<file path="config.mk">
export PLATFORM = sky130hd
export DESIGN_NAME = i2c_reg_bank_flat
export DESIGN_NICKNAME = d
export VERILOG_FILES = /design/src/rtl/i2c_reg_bank_if.sv /design/src/rtl/i2c_reg_bank.sv /design/src/flat_wrapper.sv
export SDC_FILE = /design/constraint.sdc
export NUM_CORES = 1
export LEC_CHECK = 0
export CAP_MARGIN = 20
export CORE_ASPECT_RATIO = 1.25
export CORE_MARGIN = 10
export CORE_UTILIZATION = 50
export CTS_CLUSTER_DIAMETER = 40
export CTS_CLUSTER_SIZE = 14
export DETAILED_ROUTE_END_ITERATION = 8
export PLACE_DENSITY_LB_ADDON = 0.05
export SLEW_MARGIN = 30
export SYNTH_ARGS = -nofsm -noshare
export SYNTH_HDL_FRONTEND = slang
export SYNTH_SLANG_ARGS = --single-unit
</file>
<file path="constraint.sdc">
create_clock -name clk -period 5.8 [get_ports clk]
set_clock_uncertainty 0.05 [all_clocks]
set_input_delay 1.16 -clock clk [delete_from_list [all_inputs] [get_ports clk]]
set_output_delay 1.16 -clock clk [all_outputs]
set_load 0.005 [all_outputs]
</file>
<file path="src/rtl/i2c_reg_bank_if.sv">
// Strobe-level link between the I2C simple slave (master modport) and its register back end (slave modport).
interface i2c_reg_bank_if;
  logic [7:0] i2c_addr_rw;
  logic       i2c_addr_rw_valid_stb;
  logic [7:0] i2c_data_rx;
  logic       i2c_data_rx_valid_stb;
  logic [7:0] i2c_data_tx;
  logic       i2c_data_tx_done_stb;
  logic       i2c_error_stb;
  logic       stall;

  modport master (
    output i2c_addr_rw, i2c_addr_rw_valid_stb, i2c_data_rx, i2c_data_rx_valid_stb,
           i2c_data_tx_done_stb, i2c_error_stb,
    input  i2c_data_tx, stall
  );

  modport slave (
    input  i2c_addr_rw, i2c_addr_rw_valid_stb, i2c_data_rx, i2c_data_rx_valid_stb,
           i2c_data_tx_done_stb, i2c_error_stb,
    output i2c_data_tx, stall
  );
endinterface

</file>
<file path="src/rtl/i2c_reg_bank.sv">
// Pointer-based register file behind the I2C simple slave, with a fabric-side read/write port.
// Stretches SCL for one cycle while the next read byte is fetched.
module i2c_reg_bank #(
  parameter logic [6:0]  I2C_ADDRESS = 7'h42,
  parameter int unsigned ADDR_W      = 4
) (
  input  logic              clk,
  input  logic              rst,
  i2c_reg_bank_if.slave     i2c_bus,
  input  logic [ADDR_W-1:0] usr_addr,
  input  logic              usr_wr_en,
  input  logic [7:0]        usr_wr_data,
  output logic [7:0]        usr_rd_data,
  output logic              i2c_wr_stb,
  output logic [ADDR_W-1:0] i2c_wr_addr,
  output logic [2:0]        debug_state
);
  localparam int unsigned NUM_REGS = 2 ** ADDR_W;

  typedef enum logic [2:0] {
    ST_IDLE  = 3'd0,
    ST_PTR   = 3'd1,
    ST_WR    = 3'd2,
    ST_FETCH = 3'd3,
    ST_RD    = 3'd4
  } state_t;

  state_t            r_state;
  state_t            w_state_nxt;
  logic [ADDR_W-1:0] r_ptr;
  logic [7:0]        r_regs [NUM_REGS];
  logic [7:0]        r_data_tx;

  logic w_addr_match;
  logic w_bus_evt;
  logic w_ptr_load;
  logic w_reg_wr;
  logic w_ptr_inc;
  logic w_fetch;
  logic w_stall;

  assign w_addr_match = (i2c_bus.i2c_addr_rw[7:1] == I2C_ADDRESS);
  // Error and address strobes pre-empt every state-specific event.
  assign w_bus_evt    = i2c_bus.i2c_error_stb | i2c_bus.i2c_addr_rw_valid_stb;

  always_ff @(posedge clk or posedge rst) begin
    if (rst) r_state <= ST_IDLE;
    else     r_state <= w_state_nxt;
  end

  always_comb begin
    w_state_nxt = r_state;
    if (i2c_bus.i2c_error_stb) begin
      w_state_nxt = ST_IDLE;
    end else if (i2c_bus.i2c_addr_rw_valid_stb) begin
      if (!w_addr_match)              w_state_nxt = ST_IDLE;
      else if (i2c_bus.i2c_addr_rw[0]) w_state_nxt = ST_FETCH;
      else                            w_state_nxt = ST_PTR;
    end else begin
      case (r_state)
        ST_PTR:   if (i2c_bus.i2c_data_rx_valid_stb) w_state_nxt = ST_WR;
        ST_FETCH: w_state_nxt = ST_RD;
        ST_RD:    if (i2c_bus.i2c_data_tx_done_stb) w_state_nxt = ST_FETCH;
        default:  w_state_nxt = r_state;
      endcase
    end
  end

  always_comb begin
    w_stall    = 1'b0;
    w_fetch    = 1'b0;
    w_ptr_load = 1'b0;
    w_reg_wr   = 1'b0;
    w_ptr_inc  = 1'b0;
    case (r_state)
      ST_PTR:   w_ptr_load = !w_bus_evt && i2c_bus.i2c_data_rx_valid_stb;
      ST_WR:    w_reg_wr   = !w_bus_evt && i2c_bus.i2c_data_rx_valid_stb;
      ST_FETCH: begin
        w_stall = 1'b1;
        w_fetch = 1'b1;
      end
      ST_RD:    w_ptr_inc  = !w_bus_evt && i2c_bus.i2c_data_tx_done_stb;
      default:  w_stall    = 1'b0;
    endcase
    if (w_reg_wr) w_ptr_inc = 1'b1;
  end

  always_ff @(posedge clk or posedge rst) begin
    if (rst) begin
      r_ptr <= '0;
    end else if (w_ptr_load) begin
      r_ptr <= i2c_bus.i2c_data_rx[ADDR_W-1:0];
    end else if (w_ptr_inc) begin
      r_ptr <= r_ptr + ADDR_W'(1);
    end
  end

  // I2C write is applied last so it wins a same-register collision with the fabric.
  always_ff @(posedge clk or posedge rst) begin
    if (rst) begin
      for (int unsigned i = 0; i < NUM_REGS; i++) r_regs[i] <= '0;
    end else begin
      if (usr_wr_en) r_regs[usr_addr] <= usr_wr_data;
      if (w_reg_wr)  r_regs[r_ptr]    <= i2c_bus.i2c_data_rx;
    end
  end

  always_ff @(posedge clk or posedge rst) begin
    if (rst) begin
      r_data_tx   <= '0;
      usr_rd_data <= '0;
      i2c_wr_stb  <= 1'b0;
      i2c_wr_addr <= '0;
    end else begin
      if (w_fetch) r_data_tx <= r_regs[r_ptr];
      usr_rd_data <= r_regs[usr_addr];
      i2c_wr_stb  <= w_reg_wr;
      if (w_reg_wr) i2c_wr_addr <= r_ptr;
    end
  end

  assign i2c_bus.stall       = w_stall;
  assign i2c_bus.i2c_data_tx = r_data_tx;
  assign debug_state         = 3'(r_state);
endmodule

</file>
<file path="src/flat_wrapper.sv">
// flat-port wrapper written by rule: the top's interface ports become plain ports
module i2c_reg_bank_flat 
#(
  parameter logic [6:0]  I2C_ADDRESS = 7'h42,
  parameter int unsigned ADDR_W      = 4
)
  (clk, rst, usr_addr, usr_wr_en, usr_wr_data, usr_rd_data, i2c_wr_stb, i2c_wr_addr, debug_state, i2c_bus_i2c_addr_rw, i2c_bus_i2c_addr_rw_valid_stb, i2c_bus_i2c_data_rx, i2c_bus_i2c_data_rx_valid_stb, i2c_bus_i2c_data_tx_done_stb, i2c_bus_i2c_error_stb, i2c_bus_i2c_data_tx, i2c_bus_stall);
  i2c_reg_bank_if i2c_bus_i ();
  input  logic clk;
  input  logic rst;
  input  logic [ADDR_W-1:0] usr_addr;
  input  logic usr_wr_en;
  input  logic [7:0] usr_wr_data;
  output logic [7:0] usr_rd_data;
  output logic i2c_wr_stb;
  output logic [ADDR_W-1:0] i2c_wr_addr;
  output logic [2:0] debug_state;
  input wire logic [$bits(i2c_bus_i.i2c_addr_rw)-1:0] i2c_bus_i2c_addr_rw;
  input wire logic [$bits(i2c_bus_i.i2c_addr_rw_valid_stb)-1:0] i2c_bus_i2c_addr_rw_valid_stb;
  input wire logic [$bits(i2c_bus_i.i2c_data_rx)-1:0] i2c_bus_i2c_data_rx;
  input wire logic [$bits(i2c_bus_i.i2c_data_rx_valid_stb)-1:0] i2c_bus_i2c_data_rx_valid_stb;
  input wire logic [$bits(i2c_bus_i.i2c_data_tx_done_stb)-1:0] i2c_bus_i2c_data_tx_done_stb;
  input wire logic [$bits(i2c_bus_i.i2c_error_stb)-1:0] i2c_bus_i2c_error_stb;
  output wire logic [$bits(i2c_bus_i.i2c_data_tx)-1:0] i2c_bus_i2c_data_tx;
  output wire logic [$bits(i2c_bus_i.stall)-1:0] i2c_bus_stall;
  assign i2c_bus_i.i2c_addr_rw = i2c_bus_i2c_addr_rw;
  assign i2c_bus_i.i2c_addr_rw_valid_stb = i2c_bus_i2c_addr_rw_valid_stb;
  assign i2c_bus_i.i2c_data_rx = i2c_bus_i2c_data_rx;
  assign i2c_bus_i.i2c_data_rx_valid_stb = i2c_bus_i2c_data_rx_valid_stb;
  assign i2c_bus_i.i2c_data_tx_done_stb = i2c_bus_i2c_data_tx_done_stb;
  assign i2c_bus_i.i2c_error_stb = i2c_bus_i2c_error_stb;
  assign i2c_bus_i2c_data_tx = i2c_bus_i.i2c_data_tx;
  assign i2c_bus_stall = i2c_bus_i.stall;
  i2c_reg_bank #(.I2C_ADDRESS(I2C_ADDRESS), .ADDR_W(ADDR_W)) u_core (.clk(clk), .rst(rst), .i2c_bus(i2c_bus_i), .usr_addr(usr_addr), .usr_wr_en(usr_wr_en), .usr_wr_data(usr_wr_data), .usr_rd_data(usr_rd_data), .i2c_wr_stb(i2c_wr_stb), .i2c_wr_addr(i2c_wr_addr), .debug_state(debug_state));
endmodule
</file>
==> results_dict.tcl, run 1 <==
set metrics [dict create \
    critPathBufInv 3 \
    status "finished, final reports clean" \
    std_cell_rows 56 \
    die_h_um 174.1 \
    power_per_cell_area_nw_per_um2 365.1 \
    htree_levels 4 \
    synthArstFlopShare_pct 100.0 \
    routedWlPerCell_um 27.04 \
    antenna_left 0 \
    dr_total_vias 7434 \
    cp_max_fo 14 \
    crit_path_top_delay_cell "clkdlybuf4s50_1" \
    pin_count 60 \
    core_area_um2 18710 \
    final_cell_count_no_fill 1138 \
    rsz0062_at_grt "no" \
    post-route-period-util_pct 61.81 \
    cts_buffers 17 \
    clk_latency_ns 0.43 \
    antenna_found_initial 0 \
    pre_cts_ws_ns 1.887 \
    synth_ff_type "dfrtp_1" \
    cts_resized 0 \
    dieArea_um2 24950 \
    synth_seq_area_share_pct 41.09 \
    grt_first_pass_wirelength_um 46820 \
    cts.root.buffer_cell "clkbuf_16" \
    maxSlewViolCount 0 \
    drt_iter0_drc 697 \
    cts_sinks 156 \
    hold_viol_final 0 \
    placed_cells 1106 \
    startpoint_type "flip-flop" \
    drc 0 \
    timing.final.ws_setup_ns 2.215 \
    arrival_ns 2.37 \
    start_util_pct 50.78 \
    syn_area_um2 9500 \
    fin_tns_setup_ns 0 \
    drt-pass1-iter-count 6 \
    r2r_slack_ns 3.05 \
    viasPerCell 6.533 \
    grt_max_degree 89 \
    rr_worst_depth 5 \
    synth_area_leader_cell "dfrtp_1" \
    yosys-top-cells-area "dfrtp_1 41%, mux2i_1 16%, mux4_2 10%" \
    post_cts_buffers 0 \
    setup_viol 0 \
    port_buffers 59 \
    tightest_slew_ns 1.024 \
    syn2layout_area_growth_pct 11.13 \
    yosys_warnings 0 \
    slew_headroom_pct 31.50 \
    yosysUniqueCellTypes 56 \
    leakage_nw 4.638 \
    path_common_cell "inv_1" \
    drive_gt1_share_pct 12.03 \
    max_cap_viol_count 0 \
    insertedDiodeCount 0 \
    max_freq_mhz 278.9 \
    cpLargestDelayFamily "buffers and inverters" \
    cts_tree "done" \
    synth_top_area_share_pct 41.09 \
    critical_path_class "reg -> out" \
    max_stage_delay_ns 0.61 \
    cts_buffer_depth 2 \
    required_ns 4.59 \
    synth-edff-count 0 \
    holdPathEnd "u_core.i2c_wr_addr[0]$_DFFE_PP0N_" \
    chipWidth_um 143.3 \
    cts_hold_buffers 0 \
    ys_seq_elements 156 \
    crit-reg2reg-launch "u_core.r_ptr[3]$_DFFE_PP0P_" \
    grt_use_total_pct 24.94 \
    holdCritStartpoint "u_core.i2c_wr_addr[0]$_DFFE_PP0N_" \
    finalNetCount 932 \
    dp_hpwl_um 21140 \
    vdd_ir_drop_max_mv 0.2415 \
    ys_top_cells_by_count "156 x dfrtp_1, 156 x mux2i_1, 149 x nor2_1" \
    r2r-end "u_core.r_regs[25]$_DFF_PP0_" \
    path_cells "inv_1 > nand3_1 > inv_1 > clkdlybuf4s50_1" \
    syn_area_per_cell_um2 10.70 \
    routabilityCongestion 0.9087 \
    syn-num-nets 927 \
    wl_um 30770 \
    min_period_ns 3.585 \
    clk_pin_slew_worst_paths_ns 0.07 \
    grt_pass1_vias 7353 \
    worstHoldPathCells 2 \
    synth_cells 888 \
    worstSetupEndpointType "output pin" \
    grt_overflow 0 \
    worst_hold_path_type "reg -> reg" \
]
-- cells in the final DEF, fill, tap and decap left out, drive strengths merged, types with 4 or more instances in the layout --
cell type / synthesis / final
nor2: 158 / 158
mux2i: 156 / 156
dfrtp: 156 / 156
a21oi: 140 / 140
clkdlybuf4s50: 0 / 57
mux4: 52 / 52
nand2: 20 / 20
clkbuf: 28 / 20
nand4: 18 / 18
buf: 54 / 11
mux2: 10 / 10
inv: 8 / 9
a31oi: 8 / 8
nand3b: 7 / 7
o2bb2ai: 7 / 7
clkinv: 0 / 7
o2111ai: 5 / 5
a221oi: 5 / 5
o21ai: 5 / 5
or3: 4 / 4
ha: 4 / 4
-- per-layer routing --
metal / GRT usage (%) / vias to the layer above / wire length, um
met2: 39.52 / 353 / 14730
met3: 5.454 / 72 / 2070
met4: 11.68 / 0 / 1363
li1: - / 3279 / -
met1: 31.71 / 3730 / 12600
met5: 0 / - / 0
-- through the flow --
stage | instance area (um2) | utilization (%) | hold WS, ns | total power, W
global placement | 9996 | 53.43 | 0.4188 | 0.002723
detailed placement | 9996 | 53.43 | 0.4276 | 0.002759
global route | 10560 | 56.43 | 0.4768 | 0.004015
CTS | 10560 | 56.42 | 0.4429 | 0.003847
finish | 10560 | 56.43 | 0.4412 | 0.003854
floorplan | 9500 | - | 0.4233 | 0.002311
-- flip-flops by register name, summed over array words and instances, names as in the netlist --
register                    cells
u_core.r_ptr                    4
u_core.r_regs                 128
u_core.usr_rd_data              8
u_core.i2c_bus.i2c_data_tx      8
u_core.debug_state              3
u_core.i2c_wr_addr              4
u_core.i2c_wr_stb               1
-- worst min-delay path, delay by kind of cell, from the launching register on --
family	cells	cell delay, ns
simple gates	1	0.05
compound gates	1	0.06
flops	1	0.34
-- report_power, final --
| group | switching (W) | internal [W] | total [W] |
|---|---|---|---|
| registers | 0.000262 | 0.00136 | 0.00163 |
| clock network | 0.000461 | 0.000631 | 0.00109 |
| logic | 0.000573 | 0.000565 | 0.00114 |
-- logic make-up (layout without fill, tap and decap cells) --
logic type / count (synthesis) / after routing / share of synthesized area (%)
buffers and inverters: 90 / 108 / 5.031
adder cells (fa/ha/maj): 4 / 4 / 0.5268
AND/OR/NAND/NOR: 234 / 234 / 11.93
AO/OA/AOI/OAI: 186 / 186 / 11.08
multiplexers: 218 / 218 / 30.34
flip-flops: 156 / 156 / 41.09
-- layout make-up --
class / instances / area [um2]
inverter: 8 / 35.03
multi-input combinational: 642 / 5119
sequential: 156 / 3904
tap: 232 / 290.3
clock inverter: 12 / 122.6
timing repair buffer: 68 / 650.6
clock buffer: 20 / 436.7
fill: 1649 / 8150
-- worst max-delay path by stage --
stage / startpoint / endpoint / slack, ns / cells after the start
5_1_grt: u_core.debug_state[2]$_DFFE_PP0P_ / i2c_bus_stall / 2.08 / 4
3_5_place_dp: usr_addr[2] / u_core.r_regs[118]$_DFF_PP0_ / 1.89 / 5
3_3_place_gp: usr_addr[2] / u_core.r_regs[85]$_DFF_PP0_ / 1.96 / 5
4_1_cts: u_core.debug_state[2]$_DFFE_PP0P_ / i2c_bus_stall / 2.24 / 4
2_1_floorplan: rst / u_core.debug_state[0]$_DFFE_PP0P_ / 0.38 / 1
6_report: u_core.debug_state[2]$_DFFE_PP0P_ / i2c_bus_stall / 2.22 / 4
(Power assumes the default switching activity.)
==> run 2: changes to the inputs <==
==> constraint.sdc (replaced) <==
create_clock -name clk -period 3.6 [get_ports clk]
set_clock_uncertainty 0.05 [all_clocks]
set_input_delay 0.72 -clock clk [delete_from_list [all_inputs] [get_ports clk]]
set_output_delay 0.72 -clock clk [all_outputs]
set_load 0.005 [all_outputs]
==> results_dict.tcl, run 2 (synthesized netlist as in run 1, its figures left out) <==
set metrics [dict create \
    path_cells "inv_1 > nand3_1 > inv_1 > clkdlybuf4s50_1" \
    start_util_pct 50.78 \
    tightest_slew_ns 0.9435 \
    crit_path_top_delay_cell "clkdlybuf4s50_1" \
    antenna_found_initial 0 \
    slew_headroom_pct 36.91 \
    grt_pass1_vias 7413 \
    insertedDiodeCount 0 \
    cp_max_fo 9 \
    drive_gt1_share_pct 15.25 \
    max_cap_viol_count 0 \
    cts_buffer_depth 2 \
    startpoint_type "flip-flop" \
    core_area_um2 18710 \
    grt_overflow 0 \
    hold_viol_final 0 \
    max_freq_mhz 353.6 \
    grt_use_total_pct 25.30 \
    setup_viol 0 \
    cts_tree "done" \
    cts_resized 0 \
    cts_sinks 156 \
    port_buffers 59 \
    swShare_pct 32.10 \
    routedWlPerCell_um 26.50 \
    post_cts_buffers 0 \
    max_stage_delay_ns 0.52 \
    p_int_w 0.004315 \
    clk_pin_slew_worst_paths_ns 0.06 \
    largest_register_ffs 128 \
    wl_um 31010 \
    cts_buffers 17 \
    drt_iter0_drc 809 \
    final_cell_mix "156 x mux2i_1, 156 x dfrtp_1, 149 x nor2_1" \
    htree_levels 4 \
    critPathBufInv 3 \
    arrival_ns 2.06 \
    routabilityCongestion 0.9401 \
    vdd_ir_drop_max_mv 0.3456 \
    p_seq_share_pct 41.6 \
    cts.root.buffer_cell "clkbuf_16" \
    grt_first_pass_wirelength_um 47180 \
    path_common_cell "inv_1" \
    dieArea_um2 24950 \
    fin_tns_setup_ns 0 \
    std_cell_rows 56 \
    drc 0 \
    grt_max_degree 43 \
    viasPerCell 6.324 \
    rsz0062_at_grt "no" \
    timing.final.ws_setup_ns 0.7721 \
    antenna_left 0 \
    leakage_nw 4.822 \
    cpLargestDelayFamily "buffers and inverters" \
    pin_count 60 \
    critical_path_class "reg -> out" \
    die_h_um 174.1 \
    status "finished, final reports clean" \
    min_period_ns 2.828 \
    maxSlewViolCount 0 \
    finalNetCount 964 \
    multi_input_area_um2 5119 \
    syn2layout_area_growth_pct 14.58 \
    power_per_cell_area_nw_per_um2 583.9 \
    switchingPower_w 0.002041 \
    dr_total_vias 7399 \
    worstSetupEndpointType "output pin" \
    clockPowerShare_pct 30.4 \
    cts_hold_buffers 0 \
    worst_hold_path_type "reg -> reg" \
    drt-pass1-iter-count 5 \
    dp_hpwl_um 22020 \
    combPwrFrac_pct 27.9 \
    seqCellArea_um2 3904 \
    regMostFlops "u_core.r_regs" \
    required_ns 2.83 \
    clk_latency_ns 0.43 \
    fillCellCount 1622 \
    pre_cts_ws_ns 0.5605 \
    chipWidth_um 143.3 \
    post-route-period-util_pct 78.55 \
]
## run 2: worst register-to-register path: cells and delay by family (launching register included)
| family | cells | cell delay (ns) |
|---|---|---|
| compound gates | 3 | 0.74 |
| buf+inv | 1 | 0.41 |
| flops | 1 | 0.87 |
| mux | 1 | 0.40 |
## run 2: worst paths after layout
path | startpoint | to | slack, ns | cells past startpoint
min | u_core.i2c_wr_addr[0]$_DFFE_PP0N_ | u_core.i2c_wr_addr[0]$_DFFE_PP0N_ | 0.45 | 2
max | u_core.debug_state[2]$_DFFE_PP0P_ | i2c_bus_stall | 0.77 | 4
max reg2reg | u_core.r_ptr[1]$_DFFE_PP0P_ | u_core.i2c_bus.i2c_data_tx[7]$_DFFE_PP0N_ | 0.99 | 5
min reg2reg | u_core.i2c_wr_addr[0]$_DFFE_PP0N_ | u_core.i2c_wr_addr[0]$_DFFE_PP0N_ | 0.45 | 2
min in group asynchronous | rst | u_core.r_regs[71]$_DFF_PP0_ | 0.63 | 2
max in group asynchronous | rst | u_core.r_regs[89]$_DFF_PP0_ | 1.94 | 4
## run 2: final cells by class
class / instances / share of cell area [%]
clock inverter: 12 / 1.552
inverter: 8 / 0.3103
tap: 232 / 2.667
sequential: 156 / 35.86
clock buffer: 20 / 4.195
multi-input combinational: 642 / 47.02
timing repair buffer: 100 / 8.391
## run 2: stage by stage
stage	hold slack, ns	total power [W]	cells	util [%]	instance area, um2
3_5_place_dp	0.4337	0.004424	1138	54.84	10260
6_report	0.4496	0.006356	1170	58.19	10890
5_1_grt	0.4742	0.006634	1170	58.19	10890
2_1_floorplan	0.4233	0.003724	888	-	9504
4_1_cts	0.4471	0.006354	1170	58.19	10890
3_3_place_gp	0.4195	0.004358	1138	54.84	10260
## run 2: power by group through the flow
stage | Combinational, W | Sequential [W] | Clock, W
2_1_floorplan | 0.00128 | 0.00244 | 0
3_3_place_gp | 0.00173 | 0.00263 | 0
3_5_place_dp | 0.00176 | 0.00266 | 0
4_1_cts | 0.00177 | 0.00263 | 0.00195
5_1_grt | 0.00192 | 0.00270 | 0.00202
6_report | 0.00178 | 0.00265 | 0.00193
## run 2: metal layers
metal	GRT usage (%)	up-vias	share of wire (%)	wire (um)
li1	-	3334	-	-
met1	32.09	3651	40	12530
met2	41.29	340	49	15270
met3	5.263	74	6.9	2148
met4	9.932	0	3.4	1066
met5	0	-	0	0
